`src/rtl/puf_pkg.sv`:
```
// +------------------------------------------------------------------+
// | puf_pkg: shared types, defaults and select helper for the RO-PUF |
// | measurement sequencer.                             Rev 1.0       |
// +------------------------------------------------------------------+
`default_nettype none

package puf_pkg;

  localparam int SEL_W = 5;

  localparam int DEF_CLR_CYCLES    = 2;
  localparam int DEF_SETTLE_CYCLES = 4;
  localparam int DEF_WINDOW_CYCLES = 256;
  localparam int DEF_SYNC_CYCLES   = 4;

  typedef enum logic [2:0] {
    ST_IDLE    = 3'd0,
    ST_CLEAR   = 3'd1,
    ST_SETTLE  = 3'd2,
    ST_MEASURE = 3'd3,
    ST_HOLD    = 3'd4,
    ST_COMPARE = 3'd5,
    ST_DONE    = 3'd6
  } puf_state_e;

  // Oscillator select for bit idx: base + 2*idx (+1 for bank B), wrapping mod 32.
  function automatic logic [SEL_W-1:0] chal_sel(input logic [SEL_W-1:0] base,
                                                input logic [SEL_W-1:0] idx,
                                                input logic             odd);
    logic [SEL_W-1:0] two_k;
    two_k = {idx[SEL_W-2:0], 1'b0};
    return base + two_k + {{(SEL_W-1){1'b0}}, odd};
  endfunction

endpackage

`default_nettype wire

```
`src/rtl/puf_measure_ctrl_if.sv`:
```
// +------------------------------------------------------------------+
// | puf_measure_ctrl_if: pin/counter-side bundle of the PUF sequencer.|
// |                                                    Rev 1.0       |
// +------------------------------------------------------------------+
`default_nettype none

interface puf_measure_ctrl_if #(
  parameter int N_BITS = 8,
  parameter int CW     = 32
) ();
  import puf_pkg::*;

  logic              start;
  logic              abort;
  logic [SEL_W-1:0]  chal_base;
  logic [CW-1:0]     count_a;
  logic [CW-1:0]     count_b;
  logic [SEL_W-1:0]  sel_a;
  logic [SEL_W-1:0]  sel_b;
  logic              osc_en;
  logic              cnt_clr;
  logic              busy;
  logic              done;
  logic [N_BITS-1:0] response;
  logic              tie_flag;

  modport master (
    output start, abort, chal_base, count_a, count_b,
    input  sel_a, sel_b, osc_en, cnt_clr, busy, done, response, tie_flag
  );

  modport slave (
    input  start, abort, chal_base, count_a, count_b,
    output sel_a, sel_b, osc_en, cnt_clr, busy, done, response, tie_flag
  );

endinterface

`default_nettype wire

```
`src/rtl/puf_phase_timer.sv`:
```
// +------------------------------------------------------------------+
// | puf_phase_timer: loadable down-counter timing each FSM phase.    |
// |                                                    Rev 1.0       |
// +------------------------------------------------------------------+
`default_nettype none

module puf_phase_timer #(
  parameter int W = 9
) (
  input  logic         clk,
  input  logic         rst_n,
  input  logic         load_i,
  input  logic [W-1:0] load_val_i,
  output logic         expire_o
);

  logic [W-1:0] cnt_q;
  logic [W-1:0] cnt_d;

  always_comb begin
    cnt_d = cnt_q;
    if (load_i) begin
      cnt_d = load_val_i;
    end else if (cnt_q != '0) begin
      cnt_d = cnt_q - W'(1);
    end
  end

  always_ff @(posedge clk or posedge rst_n) begin
    if (rst_n) begin
      cnt_q <= '0;
    end else begin
      cnt_q <= cnt_d;
    end
  end

  // Expiring at 1 lets a phase of length L end exactly after L cycles.
  assign expire_o = (cnt_q == W'(1));

endmodule

`default_nettype wire

```
`src/rtl/puf_measure_ctrl.sv`:
```
// +------------------------------------------------------------------+
// | puf_measure_ctrl: walks a challenge base through N_BITS RO-pair  |
// | measurements and assembles the PUF response.       Rev 1.0       |
// +------------------------------------------------------------------+
`default_nettype none

module puf_measure_ctrl
  import puf_pkg::*;
#(
  parameter int N_BITS        = 8,
  parameter int CW            = 32,
  parameter int CLR_CYCLES    = DEF_CLR_CYCLES,
  parameter int SETTLE_CYCLES = DEF_SETTLE_CYCLES,
  parameter int WINDOW_CYCLES = DEF_WINDOW_CYCLES,
  parameter int SYNC_CYCLES   = DEF_SYNC_CYCLES
) (
  input  logic               clk,
  input  logic               rst_n,
  puf_measure_ctrl_if.slave  bus
);

  localparam int K_W    = (N_BITS > 1) ? $clog2(N_BITS) : 1;
  localparam int PH_M1  = (CLR_CYCLES > SETTLE_CYCLES) ? CLR_CYCLES : SETTLE_CYCLES;
  localparam int PH_M2  = (WINDOW_CYCLES > SYNC_CYCLES) ? WINDOW_CYCLES : SYNC_CYCLES;
  localparam int PH_MAX = (PH_M1 > PH_M2) ? PH_M1 : PH_M2;
  localparam int T_W    = $clog2(PH_MAX + 1);

  puf_state_e        state_q, state_d;
  logic [K_W-1:0]    k_q, k_d;
  logic [SEL_W-1:0]  base_q, base_d;
  logic [N_BITS-1:0] resp_q, resp_d;
  logic              tie_q, tie_d;
  logic [SEL_W-1:0]  sel_a_q, sel_a_d;
  logic [SEL_W-1:0]  sel_b_q, sel_b_d;
  logic              osc_en_q, osc_en_d;
  logic              cnt_clr_q, cnt_clr_d;
  logic              busy_q, busy_d;
  logic              done_q, done_d;
  logic              tmr_load;
  logic [T_W-1:0]    tmr_val;
  logic              tmr_expire;
  logic              last_bit;

  assign last_bit = (k_q == K_W'(N_BITS - 1));

  puf_phase_timer #(.W(T_W)) u_timer (
    .clk        (clk),
    .rst_n      (rst_n),
    .load_i     (tmr_load),
    .load_val_i (tmr_val),
    .expire_o   (tmr_expire)
  );

  always_ff @(posedge clk or posedge rst_n) begin
    if (rst_n) begin
      state_q   <= ST_IDLE;
      k_q       <= '0;
      base_q    <= '0;
      resp_q    <= '0;
      tie_q     <= 1'b0;
      sel_a_q   <= '0;
      sel_b_q   <= '0;
      osc_en_q  <= 1'b0;
      cnt_clr_q <= 1'b0;
      busy_q    <= 1'b0;
      done_q    <= 1'b0;
    end else begin
      state_q   <= state_d;
      k_q       <= k_d;
      base_q    <= base_d;
      resp_q    <= resp_d;
      tie_q     <= tie_d;
      sel_a_q   <= sel_a_d;
      sel_b_q   <= sel_b_d;
      osc_en_q  <= osc_en_d;
      cnt_clr_q <= cnt_clr_d;
      busy_q    <= busy_d;
      done_q    <= done_d;
    end
  end

  always_comb begin
    state_d = state_q;
    k_d     = k_q;
    base_d  = base_q;
    resp_d  = resp_q;
    tie_d   = tie_q;
    if (state_q != ST_IDLE && bus.abort) begin
      state_d = ST_IDLE;
      k_d     = '0;
      resp_d  = '0;
      tie_d   = 1'b0;
    end else begin
      case (state_q)
        ST_IDLE: begin
          if (bus.start && !bus.abort) begin
            state_d = ST_CLEAR;
            base_d  = bus.chal_base;
            k_d     = '0;
            resp_d  = '0;
            tie_d   = 1'b0;
          end
        end
        ST_CLEAR:   if (tmr_expire) state_d = ST_SETTLE;
        ST_SETTLE:  if (tmr_expire) state_d = ST_MEASURE;
        ST_MEASURE: if (tmr_expire) state_d = ST_HOLD;
        ST_HOLD:    if (tmr_expire) state_d = ST_COMPARE;
        ST_COMPARE: begin
          // A tie resolves to 0 and is remembered in the sticky flag.
          resp_d[k_q] = (bus.count_a > bus.count_b);
          if (bus.count_a == bus.count_b) begin
            tie_d = 1'b1;
          end
          if (last_bit) begin
            state_d = ST_DONE;
          end else begin
            k_d     = k_q + K_W'(1);
            state_d = ST_CLEAR;
          end
        end
        ST_DONE:    state_d = ST_IDLE;
        default:    state_d = ST_IDLE;
      endcase
    end
  end

  // Outputs are decoded from the next state so the registers line up with it.
  always_comb begin
    osc_en_d  = (state_d == ST_MEASURE);
    cnt_clr_d = (state_d == ST_CLEAR);
    busy_d    = (state_d != ST_IDLE);
    done_d    = (state_d == ST_DONE);
    sel_a_d   = sel_a_q;
    sel_b_d   = sel_b_q;
    if (state_d == ST_CLEAR && state_q != ST_CLEAR) begin
      sel_a_d = chal_sel(base_d, SEL_W'(k_d), 1'b0);
      sel_b_d = chal_sel(base_d, SEL_W'(k_d), 1'b1);
    end
    tmr_load = (state_d != state_q);
    case (state_d)
      ST_CLEAR:   tmr_val = T_W'(CLR_CYCLES);
      ST_SETTLE:  tmr_val = T_W'(SETTLE_CYCLES);
      ST_MEASURE: tmr_val = T_W'(WINDOW_CYCLES);
      ST_HOLD:    tmr_val = T_W'(SYNC_CYCLES);
      default:    tmr_val = '0;
    endcase
  end

  assign bus.sel_a    = sel_a_q;
  assign bus.sel_b    = sel_b_q;
  assign bus.osc_en   = osc_en_q;
  assign bus.cnt_clr  = cnt_clr_q;
  assign bus.busy     = busy_q;
  assign bus.done     = done_q;
  assign bus.response = resp_q;
  assign bus.tie_flag = tie_q;

endmodule

`default_nettype wire

```
`src/flat_wrapper.sv`:
```
// flat-port wrapper written by rule: the top's interface ports become plain ports
module puf_measure_ctrl_flat import puf_pkg::*;
#(
  parameter int N_BITS        = 8,
  parameter int CW            = 32,
  parameter int CLR_CYCLES    = DEF_CLR_CYCLES,
  parameter int SETTLE_CYCLES = DEF_SETTLE_CYCLES,
  parameter int WINDOW_CYCLES = DEF_WINDOW_CYCLES,
  parameter int SYNC_CYCLES   = DEF_SYNC_CYCLES
)
  (clk, rst_n, bus_start, bus_abort, bus_chal_base, bus_count_a, bus_count_b, bus_sel_a, bus_sel_b, bus_osc_en, bus_cnt_clr, bus_busy, bus_done, bus_response, bus_tie_flag);
  puf_measure_ctrl_if #(.N_BITS(N_BITS), .CW(CW)) bus_i ();
  input  logic clk;
  input  logic rst_n;
  input wire logic [$bits(bus_i.start)-1:0] bus_start;
  input wire logic [$bits(bus_i.abort)-1:0] bus_abort;
  input wire logic [$bits(bus_i.chal_base)-1:0] bus_chal_base;
  input wire logic [$bits(bus_i.count_a)-1:0] bus_count_a;
  input wire logic [$bits(bus_i.count_b)-1:0] bus_count_b;
  output wire logic [$bits(bus_i.sel_a)-1:0] bus_sel_a;
  output wire logic [$bits(bus_i.sel_b)-1:0] bus_sel_b;
  output wire logic [$bits(bus_i.osc_en)-1:0] bus_osc_en;
  output wire logic [$bits(bus_i.cnt_clr)-1:0] bus_cnt_clr;
  output wire logic [$bits(bus_i.busy)-1:0] bus_busy;
  output wire logic [$bits(bus_i.done)-1:0] bus_done;
  output wire logic [$bits(bus_i.response)-1:0] bus_response;
  output wire logic [$bits(bus_i.tie_flag)-1:0] bus_tie_flag;
  assign bus_i.start = bus_start;
  assign bus_i.abort = bus_abort;
  assign bus_i.chal_base = bus_chal_base;
  assign bus_i.count_a = bus_count_a;
  assign bus_i.count_b = bus_count_b;
  assign bus_sel_a = bus_i.sel_a;
  assign bus_sel_b = bus_i.sel_b;
  assign bus_osc_en = bus_i.osc_en;
  assign bus_cnt_clr = bus_i.cnt_clr;
  assign bus_busy = bus_i.busy;
  assign bus_done = bus_i.done;
  assign bus_response = bus_i.response;
  assign bus_tie_flag = bus_i.tie_flag;
  puf_measure_ctrl #(.N_BITS(N_BITS), .CW(CW), .CLR_CYCLES(CLR_CYCLES), .SETTLE_CYCLES(SETTLE_CYCLES), .WINDOW_CYCLES(WINDOW_CYCLES), .SYNC_CYCLES(SYNC_CYCLES)) u_core (.clk(clk), .rst_n(rst_n), .bus(bus_i));
endmodule
```
`config.mk`:
```
export PLATFORM = sky130hd
export DESIGN_NAME = puf_measure_ctrl_flat
export DESIGN_NICKNAME = d
export VERILOG_FILES = /design/src/rtl/puf_pkg.sv /design/src/rtl/puf_measure_ctrl_if.sv /design/src/rtl/puf_phase_timer.sv /design/src/rtl/puf_measure_ctrl.sv /design/src/flat_wrapper.sv
export SDC_FILE = /design/constraint.sdc
export NUM_CORES = 1
export LEC_CHECK = 0
export BUFFER_PORTS_ARGS = -buffer_cell sky130_fd_sc_hd__buf_2
export CAP_MARGIN = 40
export CORE_MARGIN = 4
export CORE_UTILIZATION = 56
export CTS_CLUSTER_SIZE = 25
export DETAILED_ROUTE_END_ITERATION = 10
export PLACE_DENSITY = 0.83
export SYNTH_ARGS = -nofsm -noshare
export SYNTH_HDL_FRONTEND = slang
export SYNTH_SLANG_ARGS = --single-unit
```
`constraint.sdc`:
```
create_clock -name clk -period 5.7 [get_ports clk]
set_input_delay 0.57 -clock clk [delete_from_list [all_inputs] [get_ports clk]]
set_output_delay 0.57 -clock clk [all_outputs]
set_load 0.05 [all_outputs]
```
==> impl_table.tex, run 1 <==
\begin{tabular}{lr}
\hline
Metric & Value \\
\hline
\multicolumn{2}{l}{\textbf{Outcome}} \\
Run status & complete, no violations \\
\multicolumn{2}{l}{\textbf{Place}} \\
DP HPWL & between 6000 and 7000 um \\
Gpl congestion & 0.8314 \\
Number of instances in the placed design & about 500 \\
Place WS & roughly 2200 ps \\
Number of port buffers & 95 \\
\multicolumn{2}{l}{\textbf{Yosys}} \\
Post-synthesis async set-or-reset flop share & 100.0\% \\
Most numerous cell types in the synthesized netlist & inv\_1 (44), dfrtp\_1 (43), ha\_1 (40) \\
Top cell type's share of synthesized area & around a third \\
Number of synthesized flops with an enable pin & 0 \\
Largest cells by area after synthesis & dfrtp\_1 (33\%), ha\_1 (16\%), inv\_1 (5.1\%) \\
Portion of the post-synthesis area used by sequential elements & between 30\% and 40\% \\
Cell accounting for the most synthesized area & dfrtp\_1 \\
Synth Area per Inst & around 9.5 sq um \\
Flip-flop and latch count after synthesis & 43 \\
Cell with the most instances after synthesis & inv\_1 \\
Yosys warning count & 0 \\
Summed instance area of the synthesized netlist & $\sim$3200 sq um \\
Post-synthesis cell count & $\sim$340 \\
Dominant register cell in the synthesized netlist & dfrtp\_1 \\
Total nets after synthesis & $\sim$450 \\
Post-synth cell types & 52 \\
\multicolumn{2}{l}{\textbf{Floorplanning}} \\
Height of the chip & between 80 and 90 um \\
Full die area & $\sim$7000 sq um \\
Top-level I/O count & 96 \\
Initial core utilization & approximately 58\% \\
Core outline area & 5540 sq um \\
Die outline width & 83.79 um \\
Placement row count & 27 \\
\multicolumn{2}{l}{\textbf{Setup path}} \\
Required time of the critical path & $\sim$5900 ps \\
Count of buffering cells on the critical path with inverters included & 1 \\
CP delay by family, top & adder cells \\
Worst setup path class & reg2reg \\
Category of the worst setup path capture point & flop \\
Largest stage delay on the critical path & approximately 610 ps \\
Arrival time at the worst endpoint & $\sim$3700 ps \\
Critical path's slowest cell & a22oi\_1 \\
Most frequent cell on the critical path & ha\_1 \\
Worst-path cell chain & ha\_1, nand2\_1, a22oi\_1, a21oi\_1, nor2\_1, ha\_1, inv\_1, fa\_1, xor2\_1, nor3b\_1, xnor3\_1, mux2\_1 \\
Crit path launch type & flop \\
Highest net fanout along the worst path & 9 \\
\multicolumn{2}{l}{\textbf{STA}} \\
Highest attainable clock frequency & 283.2 MHz \\
Setup-failing EPs final & 0 \\
Setup skew after layout & $\sim$2.3 ps \\
Shortest clock period the worst path allows after layout & 3531 ps \\
Unrepaired setup endpoints after global routing & no \\
Setup ws final & around 2200 ps \\
Slew Viols, Final & 0 \\
Max-slew headroom & a little under two fifths \\
Slew @ Worst Pin & around 920 ps \\
Accumulated negative setup slack & 0 ps \\
Final count of hold timing violations & 0 \\
Fin crit share & 61.94\% \\
\multicolumn{2}{l}{\textbf{Route}} \\
Post-detailed-routing wire length & 7609 um \\
Routed wirelength normalized by instance count & 15.01 um \\
Remaining routing DRC violations & 0 \\
Number of iterations in the first detailed-routing pass & 4 \\
DRC marker count from the first detailed-route iteration & approximately 110 \\
Number of vias after detailed routing & slightly below 3000 \\
Antenna violation net count after detailed routing & 0 \\
Vias per std cell & $\sim$5.7 \\
\multicolumn{2}{l}{\textbf{GRT}} \\
Vias in the first global route & 2931 \\
Wire length of the first global-routing pass & between 10000 and 15000 um \\
Final global-route overflow total & 0 \\
Initial antenna violation count & 0 \\
Largest net degree at the start of global routing & between 40 and 50 \\
Overall fraction of global-route tracks in use & 22.47\% \\
\multicolumn{2}{l}{\textbf{Clocking}} \\
Number of H-tree levels & 2 \\
Clock latency reported for the late side of the worst-skew pair & 290 ps \\
Number of hold buffers added after CTS & 0 \\
Number of post-CTS setup repair buffers & 0 \\
TritonCTS clock tree & done \\
Clock buffers created by TritonCTS & 5 \\
\# resized after CTS & 0 \\
Root buffer cell & clkbuf\_8 \\
CTS Sinks & between 40 and 50 \\
Largest buffer count on any clock path & 2 \\
CTS clk-pin slew, worst paths & about 80 ps \\
\multicolumn{2}{l}{\textbf{Worst hold path}} \\
Worst Hold Class & in2async \\
\multicolumn{2}{l}{\textbf{Final layout}} \\
Fraction of final layout cells sized beyond drive strength 1 & between 20\% and 30\% \\
Count of non-filler cells in the finished layout & 507 \\
Area added between synthesis and finish & 20.30\% \\
Count of inserted antenna diode cells & 0 \\
Post-layout nets & approximately 550 \\
Final-layout fill cell count & 450 \\
\multicolumn{2}{l}{\textbf{Job}} \\
Max-capacitance violation count & 0 \\
\multicolumn{2}{l}{\textbf{Power}} \\
Total power divided by cell area & between 300 and 400 nW/um\^{}2 \\
Leakage power & $\sim$2.1 nW \\
Worst IR Drop VDD & roughly 0.28 mV \\
\hline
\end{tabular}
-- cells in the final DEF (no fill, tap or decap), drive strengths merged, types with 2 or more instances in the layout --
cell | synthesis | layout
mux2 | 12 | 12
or4 | 2 | 2
nor4 | 5 | 5
inv | 44 | 44
nand3 | 5 | 5
nand2 | 17 | 17
mux2i | 12 | 12
o211ai | 9 | 9
a211oi | 19 | 19
clkbuf | 7 | 6
nand4 | 6 | 6
nor4b | 2 | 2
nand2b | 4 | 4
o2111ai | 2 | 2
nor2b | 6 | 6
nor3b | 2 | 2
or4b | 2 | 2
buf | 1 | 96
and3 | 5 | 5
and4 | 3 | 3
a31oi | 2 | 2
a21o | 4 | 4
a21oi | 23 | 23
dfrtp | 43 | 43
o21a | 4 | 4
o21ai | 5 | 5
nor2 | 22 | 22
ha | 40 | 40
xor2 | 2 | 2
xnor2 | 10 | 10
-- cells by family after synthesis --
kind of cell | synth area share [%]
compound gates | 17.15
xor+xnor | 3.967
fa+ha+maj | 16.49
buf+inv | 6.301
flops | 33.45
mux | 7.935
simple gates | 14.70
-- final timing paths --
check / end / slack [ps] / cells after the start / start
hold / removal: u_core.u_timer.cnt_q[1] / 410 / 3 / rst_n
setup reg to reg: u_core.bus.sel_b[4] / 2170 / 12 / u_core.k_q[0]
setup / recovery: u_core.bus.sel_b[4] / 2170 / 12 / u_core.k_q[0]
hold reg to reg: u_core.bus.sel_a[0] / 490 / 1 / u_core.bus.sel_a[0]
max in group asynchronous: u_core.state_q[0] / 4920 / 3 / rst_n
min in group clk: u_core.bus.sel_a[0] / 490 / 1 / u_core.bus.sel_a[0]
-- layout make-up --
cell class / instances / area [sq um] / area share [%]
clock inverter: 2 / 35.03 / 0.9053
sequential: 43 / 1076 / 27.80
tap: 72 / 90.09 / 2.328
timing repair buffer: 96 / 483.0 / 12.48
multi-input combinational: 244 / 1938 / 50.08
inverter: 44 / 165.2 / 4.268
clock buffer: 6 / 82.58 / 2.134
-- where the power goes --
part | internal [W] | total [W] | switching, W
Combinational | 0.000305 | 0.000806 | 0.000501
Clock | 0.000142 | 0.000247 | 0.000105
Sequential | 0.000403 | 0.000476 | 0.0000724
Total | 0.000850 | 0.00153 | 0.000679
-- worst min-delay path, stage by stage --
cell and delay, ps:
buf_2 90, inv_1 50, buf_4 460
-- per-layer routing --
| layer | wire, um | track usage (%) |
|---|---|---|
| met2 | 3975 | 39.55 |
| met3 | 322 | 4.047 |
| met1 | 3176 | 27.33 |
| met5 | 0 | 0 |
| met4 | 134 | 8.187 |
-- stage by stage --
step	total power [W]	hold WS (ps)	cell area, sq um	utilization (%)
2_1_floorplan	0.001106	474.6	3217	-
3_3_place_gp	0.001261	465.2	3752	67.73
3_5_place_dp	0.001285	470.2	3752	67.73
4_1_cts	0.001541	427.4	3870	69.85
5_1_grt	0.001645	461.6	3870	69.85
6_report	0.001528	412.5	3870	69.85
-- registers in the layout, indices dropped and copies added (netlist names) --
register / flops
u_core.base_q: 5
u_core.bus.busy: 1
u_core.bus.cnt_clr: 1
u_core.bus.done: 1
u_core.bus.osc_en: 1
u_core.bus.response: 8
u_core.bus.sel_a: 5
u_core.bus.sel_b: 5
u_core.bus.tie_flag: 1
u_core.k_q: 3
u_core.state_q: 3
u_core.u_timer.cnt_q: 9
Power figures use the tool's default switching activity.
==> inputs of run 2 (changes only) <==
Settings changed: CORE_UTILIZATION 56 to 52, PLACE_DENSITY 0.83 to 0.77.
Clock period 5.7 ns to 3.39 ns, I/O delays scaled along.
==> run 2 against run 1 <==
- final cell count rose by 2.0%
- die area rose by 6.9%
- wire length shrank 5.4%
- power up 64%
- critical path depth did not move
- first-iteration DRC count decreased by 11%
- non-clock buffer count grew 7
- critical endpoint unchanged
- largest power group unchanged
==> impl_table.tex, run 2 (synthesized netlist as in run 1, its figures left out) <==
\begin{tabular}{lr}
\hline
Metric & Value \\
\hline
\multicolumn{2}{l}{\textbf{Outcome}} \\
Run status & complete, no violations \\
\multicolumn{2}{l}{\textbf{Setup path}} \\
Highest net fanout along the worst path & 9 \\
Required time of the critical path & approximately 3600 ps \\
Crit path launch type & flop \\
Arrival time at the worst endpoint & around 3300 ps \\
Category of the worst setup path capture point & flop \\
Register-to-Register Setup Slack & roughly 310 ps \\
Endpoint of the worst-slack reg-to-reg timing path & u\_core.bus.sel\_b[4] \\
Worst setup path class & reg2reg \\
Register-to-Register Path Depth & 12 \\
RR Startpoint & u\_core.k\_q[0] \\
\multicolumn{2}{l}{\textbf{GRT}} \\
Vias in the first global route & between 2000 and 3000 \\
Final global-route overflow total & 0 \\
Overall fraction of global-route tracks in use & 19.80\% \\
Initial antenna violation count & 0 \\
Wire length of the first global-routing pass & between 10000 and 15000 um \\
Largest net degree at the start of global routing & 24 \\
\multicolumn{2}{l}{\textbf{Clocking}} \\
TritonCTS clock tree & done \\
Clock latency reported for the late side of the worst-skew pair & 300 ps \\
Number of hold buffers added after CTS & 0 \\
Root buffer cell & clkbuf\_8 \\
Number of H-tree levels & 2 \\
Largest buffer count on any clock path & 2 \\
Number of post-CTS setup repair buffers & 0 \\
CTS Sinks & 43 \\
Clock buffers created by TritonCTS & 5 \\
\# resized after CTS & 0 \\
CTS clk-pin slew, worst paths & 90 ps \\
\multicolumn{2}{l}{\textbf{Route}} \\
DRC marker count from the first detailed-route iteration & 100 \\
Routed wirelength normalized by instance count & approximately 14 um \\
Number of iterations in the first detailed-routing pass & 4 \\
Antenna violation net count after detailed routing & 0 \\
Vias per std cell & between 5 and 6 \\
Remaining routing DRC violations & 0 \\
Number of vias after detailed routing & between 2000 and 3000 \\
Post-detailed-routing wire length & between 7000 and 8000 um \\
\multicolumn{2}{l}{\textbf{Place}} \\
Gpl congestion & 0.8734 \\
Number of port buffers & 95 \\
DP HPWL & 6064 um \\
Place WS & about 350 ps \\
\multicolumn{2}{l}{\textbf{Floorplanning}} \\
Placement row count & 28 \\
Core outline area & 5956 sq um \\
Die outline width & 86.65 um \\
Top-level I/O count & 96 \\
Initial core utilization & a little over half \\
Full die area & roughly 7500 sq um \\
Height of the chip & roughly 87 um \\
\multicolumn{2}{l}{\textbf{Final layout}} \\
Count of inserted antenna diode cells & 0 \\
Final-layout fill cell count & 529 \\
Commonest non-fill, non-tap cell in the layout & buf\_2 \\
Top reg by flops & u\_core.u\_timer.cnt\_q \\
Utilization of the core after routing & between 60\% and 70\% \\
Number of flip-flops in the largest register & 9 \\
Post-layout nets & about 560 \\
Commonest cells after routing, fill and taps aside & buf\_2 (95), inv\_1 (44), dfrtp\_1 (43) \\
Fraction of final layout cells sized beyond drive strength 1 & 27.60\% \\
Area added between synthesis and finish & 21.28\% \\
\multicolumn{2}{l}{\textbf{Power}} \\
Total power divided by cell area & 642.3 nW/um\^{}2 \\
Worst IR Drop VDD & approximately 0.45 mV \\
Leakage power & 2.076 nW \\
\multicolumn{2}{l}{\textbf{STA}} \\
Slew @ Worst Pin & roughly 760 ps \\
Final count of hold timing violations & 0 \\
Accumulated negative setup slack & 0 ps \\
Shortest clock period the worst path allows after layout & $\sim$3100 ps \\
Worst hold slack & $\sim$170 ps \\
Max-slew headroom & about half \\
Slew Viols, Final & 0 \\
Setup skew after layout & between 5 and 6 ps \\
Highest attainable clock frequency & about 330 MHz \\
Setup ws final & around 310 ps \\
Unrepaired setup endpoints after global routing & no \\
Setup-failing EPs final & 0 \\
Fin crit share & $\sim$90\% \\
\multicolumn{2}{l}{\textbf{Job}} \\
Max-capacitance violation count & 0 \\
\multicolumn{2}{l}{\textbf{Worst hold path}} \\
Worst Hold Class & in2async \\
\hline
\end{tabular}
-- run 2: cell count changes in the layout (fill, tap and decap cells not counted), sizes merged --
| cell | before | now |
|---|---|---|
| buf | 96 | 103 |
| clkinvlp | 0 | 2 |
| bufinv | 1 | 0 |
| clkbuf | 6 | 5 |
| clkinv | 1 | 0 |
| inv | 44 | 45 |
-- run 2: worst max path at each step --
stage	start	to	slack, ps	cells past startpoint
floorplan	u_core.k_q[0]	u_core.bus.sel_b[4]	360	12
global placement	u_core.k_q[0]	u_core.bus.sel_b[4]	470	12
detailed placement	u_core.k_q[0]	u_core.bus.sel_b[4]	350	12
CTS	u_core.k_q[0]	u_core.bus.sel_b[4]	310	12
global route	u_core.k_q[0]	u_core.bus.sel_b[4]	30	12
finish	u_core.k_q[0]	u_core.bus.sel_b[4]	310	12
-- run 2: worst max-delay path, stage by stage, from the launching register on --
cell     delay (ps)
dfrtp_1         490
ha_1            220
nand2_1         130
a22oi_1         310
a21oi_1         110
nor2_1          130
ha_1            190
inv_1            60
fa_1            370
xor2_1          190
nor3b_1         240
xnor3_1         240
mux2_1          290
-- run 2: per-stage QoR --
step | total power [W] | cells | instance area, sq um
6_report | 0.002506 | 517 | 3901
5_1_grt | 0.002706 | 517 | 3901
4_1_cts | 0.002533 | 517 | 3901
3_5_place_dp | 0.002188 | 509 | 3809
3_3_place_gp | 0.002152 | 509 | 3809
2_1_floorplan | 0.001859 | 339 | 3217
-- run 2: metal layers --
layer  share of wire, %  global-route usage [%]
met5                  0                       0
met3                6.4                   3.517
met4                1.4                   5.099
met2                 51                   35.95
met1                 41                   24.06
-- run 2: report_power, final --
part           total, W  internal, W  switching, W  leakage, nW
clock network  0.000336     0.000147      0.000189       0.0408
logic           0.00137     0.000541      0.000830         1.48
registers      0.000799     0.000678      0.000121        0.553
total           0.00251      0.00137       0.00114         2.08
-- run 2: cell type report --
| cell class | count | area (sq um) | area share [%] |
|---|---|---|---|
| Multi-Input combinational cell | 244 | 1938 | 49.68 |
| Sequential cell | 43 | 1076 | 27.58 |
| Timing Repair Buffer | 103 | 535.5 | 13.73 |
| Inverter | 44 | 165.2 | 4.233 |
| Tap cell | 75 | 93.84 | 2.405 |
| Clock buffer | 5 | 68.82 | 1.764 |
| Clock inverter | 3 | 23.77 | 0.6094 |
==> inputs of run 3 (changes only) <==
Settings changed: CELL_PAD_IN_SITES_DETAIL_PLACEMENT set to 1, CELL_PAD_IN_SITES_GLOBAL_PLACEMENT set to 1, CORE_UTILIZATION 52 to 39, PLACE_DENSITY 0.77 to 0.78.
==> run 3 against run 2 <==
- via count grew 2.4%
- non-clock buffer count grew 2
- combinational power grew 5%
- flip-flop and latch count is the same
- setup slack lost 120 ps
- first-iteration DRC count grew 31%
- clock power grew 46%
- cell area grew 3.0%
- critical path depth shrank 1
- clock skew shrank 0.73 ps
- final cell count grew 5.6%
- utilization shrank 15 points
==> impl_table.tex, run 3 (synthesized netlist as in run 1, its figures left out) <==
\begin{tabular}{lr}
\hline
Metric & Value \\
\hline
\multicolumn{2}{l}{\textbf{Floorplanning}} \\
Core outline area & between 7000 and 8000 sq um \\
Height of the chip & 98.82 um \\
Die outline width & roughly 99 um \\
Initial core utilization & 40.78\% \\
Top-level I/O count & 96 \\
Placement row count & 32 \\
Full die area & 9765 sq um \\
\multicolumn{2}{l}{\textbf{Clocking}} \\
Clock latency reported for the late side of the worst-skew pair & just over 300 ps \\
CTS clk-pin slew, worst paths & roughly 90 ps \\
Root buffer cell & clkbuf\_8 \\
Number of H-tree levels & 2 \\
Largest buffer count on any clock path & 2 \\
TritonCTS clock tree & done \\
Clock buffers created by TritonCTS & 5 \\
CTS Sinks & 43 \\
\multicolumn{2}{l}{\textbf{Route}} \\
Number of vias after detailed routing & roughly 3000 \\
DRC marker count from the first detailed-route iteration & $\sim$130 \\
Number of iterations in the first detailed-routing pass & 4 \\
Antenna violation net count after detailed routing & 0 \\
Routed wirelength normalized by instance count & 16.40 um \\
Remaining routing DRC violations & 0 \\
Post-detailed-routing wire length & 8957 um \\
Vias per std cell & 5.368 \\
\multicolumn{2}{l}{\textbf{Power}} \\
Leakage power & 2.114 nW \\
Worst IR Drop VDD & between 0.2 and 0.3 mV \\
Total power divided by cell area & between 600 and 700 nW/um\^{}2 \\
\multicolumn{2}{l}{\textbf{GRT}} \\
Largest net degree at the start of global routing & 22 \\
Vias in the first global route & around 3200 \\
Final global-route overflow total & 0 \\
Overall fraction of global-route tracks in use & a little under a fifth \\
Wire length of the first global-routing pass & roughly 15000 um \\
Initial antenna violation count & 0 \\
\multicolumn{2}{l}{\textbf{Place}} \\
Number of port buffers & 95 \\
Number of instances in the placed design & 537 \\
DP HPWL & about 7300 um \\
Gpl congestion & around 0.84 \\
\multicolumn{2}{l}{\textbf{Worst hold path}} \\
Critical hold path startpoint & bus\_chal\_base[3] \\
Min-Delay Path Depth & 2 \\
Worst Hold Class & in2reg \\
\multicolumn{2}{l}{\textbf{Setup path}} \\
Largest stage delay on the critical path & just under 600 ps \\
RR Startpoint & u\_core.state\_q[1] \\
Register-to-Register Path Depth & 11 \\
Critical path depth in cells & 11 \\
Worst setup path class & reg2reg \\
Highest net fanout along the worst path & 11 \\
Crit path launch type & flop \\
Worst-path cell chain & and3b\_1, a22oi\_2, a21oi\_1, nor2\_1, ha\_1, inv\_1, fa\_1, xor2\_1, nor3b\_1, xnor3\_1, mux2\_1 \\
Required time of the critical path & 3590 ps \\
Critical path's slowest cell & dfrtp\_1 \\
CP delay by family, top & simple AND/OR/NAND/NOR gates \\
Count of buffering cells on the critical path with inverters included & 1 \\
Critical path origin & u\_core.state\_q[1] \\
Category of the worst setup path capture point & flop \\
Arrival time at the worst endpoint & 3400 ps \\
\multicolumn{2}{l}{\textbf{STA}} \\
Setup skew after layout & around 4.5 ps \\
Slew Viols, Final & 0 \\
Fin crit share & a little over nine tenths \\
Setup-failing EPs final & 0 \\
Slew @ Worst Pin & 697.7 ps \\
Unrepaired setup endpoints after global routing & no \\
Final count of hold timing violations & 0 \\
Accumulated negative setup slack & 0 ps \\
Shortest clock period the worst path allows after layout & $\sim$3200 ps \\
Highest attainable clock frequency & about 310 MHz \\
Max-slew headroom & between 50\% and 60\% \\
\multicolumn{2}{l}{\textbf{Final layout}} \\
Area added between synthesis and finish & 24.85\% \\
Fraction of final layout cells sized beyond drive strength 1 & 28.38\% \\
Top reg by flops & u\_core.u\_timer.cnt\_q \\
Commonest non-fill, non-tap cell in the layout & buf\_2 \\
Count of inserted antenna diode cells & 0 \\
Commonest cells after routing, fill and taps aside & buf\_2 (95), inv\_1 (44), dfrtp\_1 (43) \\
Number of flip-flops in the largest register & 9 \\
Count of non-filler cells in the finished layout & around 550 \\
Post-layout nets & 557 \\
\multicolumn{2}{l}{\textbf{Outcome}} \\
Run status & complete, no violations \\
\multicolumn{2}{l}{\textbf{Job}} \\
Max-capacitance violation count & 0 \\
\hline
\end{tabular}
run 3: power breakdown:
group	internal (W)	total (W)	switching, W	leakage [nW]
Sequential	0.000678	0.000814	0.000136	0.553
Clock	0.000294	0.000492	0.000198	0.0644
Combinational	0.000550	0.00144	0.000888	1.50
Total	0.00152	0.00274	0.00122	2.11
run 3: area by class of cell:
| cell class | count | area [sq um] |
|---|---|---|
| clock buffers | 5 | 68.82 |
| clock inverters | 3 | 67.56 |
| fillers | 944 | 3871 |
| inverters | 44 | 165.2 |
| multi-input cells | 244 | 1951 |
| flip-flops and latches | 43 | 1076 |
| well taps | 102 | 127.6 |
| repair buffers | 105 | 560.5 |
run 3: what timing repair did:
| item | in CTS | in global routing |
|---|---|---|
| hold buffers | 1 | 0 |
| resized for setup | 0 | 3 |
| setup endpoints to repair | 0 | 2 |
| buffers inserted | 0 | 0 |
| hold endpoints to repair | 8 | 0 |
run 3: worst paths after layout:
path | endpoint | slack (ps)
max | u_core.bus.sel_b[4] | 190
min reg2reg | u_core.bus.sel_b[1] | 490
max in group asynchronous | u_core.bus.busy | 2050
min in group asynchronous | u_core.bus.sel_a[0] | 570
max reg2reg | u_core.bus.sel_b[4] | 190
min | u_core.base_q[3] | 300
run 3: layer usage:
metal  GRT usage (%)  vias up  part of all wire, %
li1                -     1427                    -
met1           22.69     1435                   41
met2           35.18       57                   54
met3           3.680       12                  3.9
met4           3.992        0                  1.2
met5               0        -                    0
run 3: stage by stage:
step | hold slack [ps] | setup WS [ps] | power (W) | utilization, % | instance area, sq um
final | 299.8 | 192.0 | 0.002744 | 50.92 | 4016
after detailed placement | 346.4 | 97.31 | 0.002252 | 48.91 | 3857
after global routing | 302.1 | 1.028 | 0.002943 | 50.92 | 4016
after CTS | 287.5 | 41.34 | 0.002765 | 50.76 | 4004
after global placement | 467.1 | 292.7 | 0.002173 | 48.72 | 3842
after floorplan | 474.6 | 357.1 | 0.001859 | - | 3217
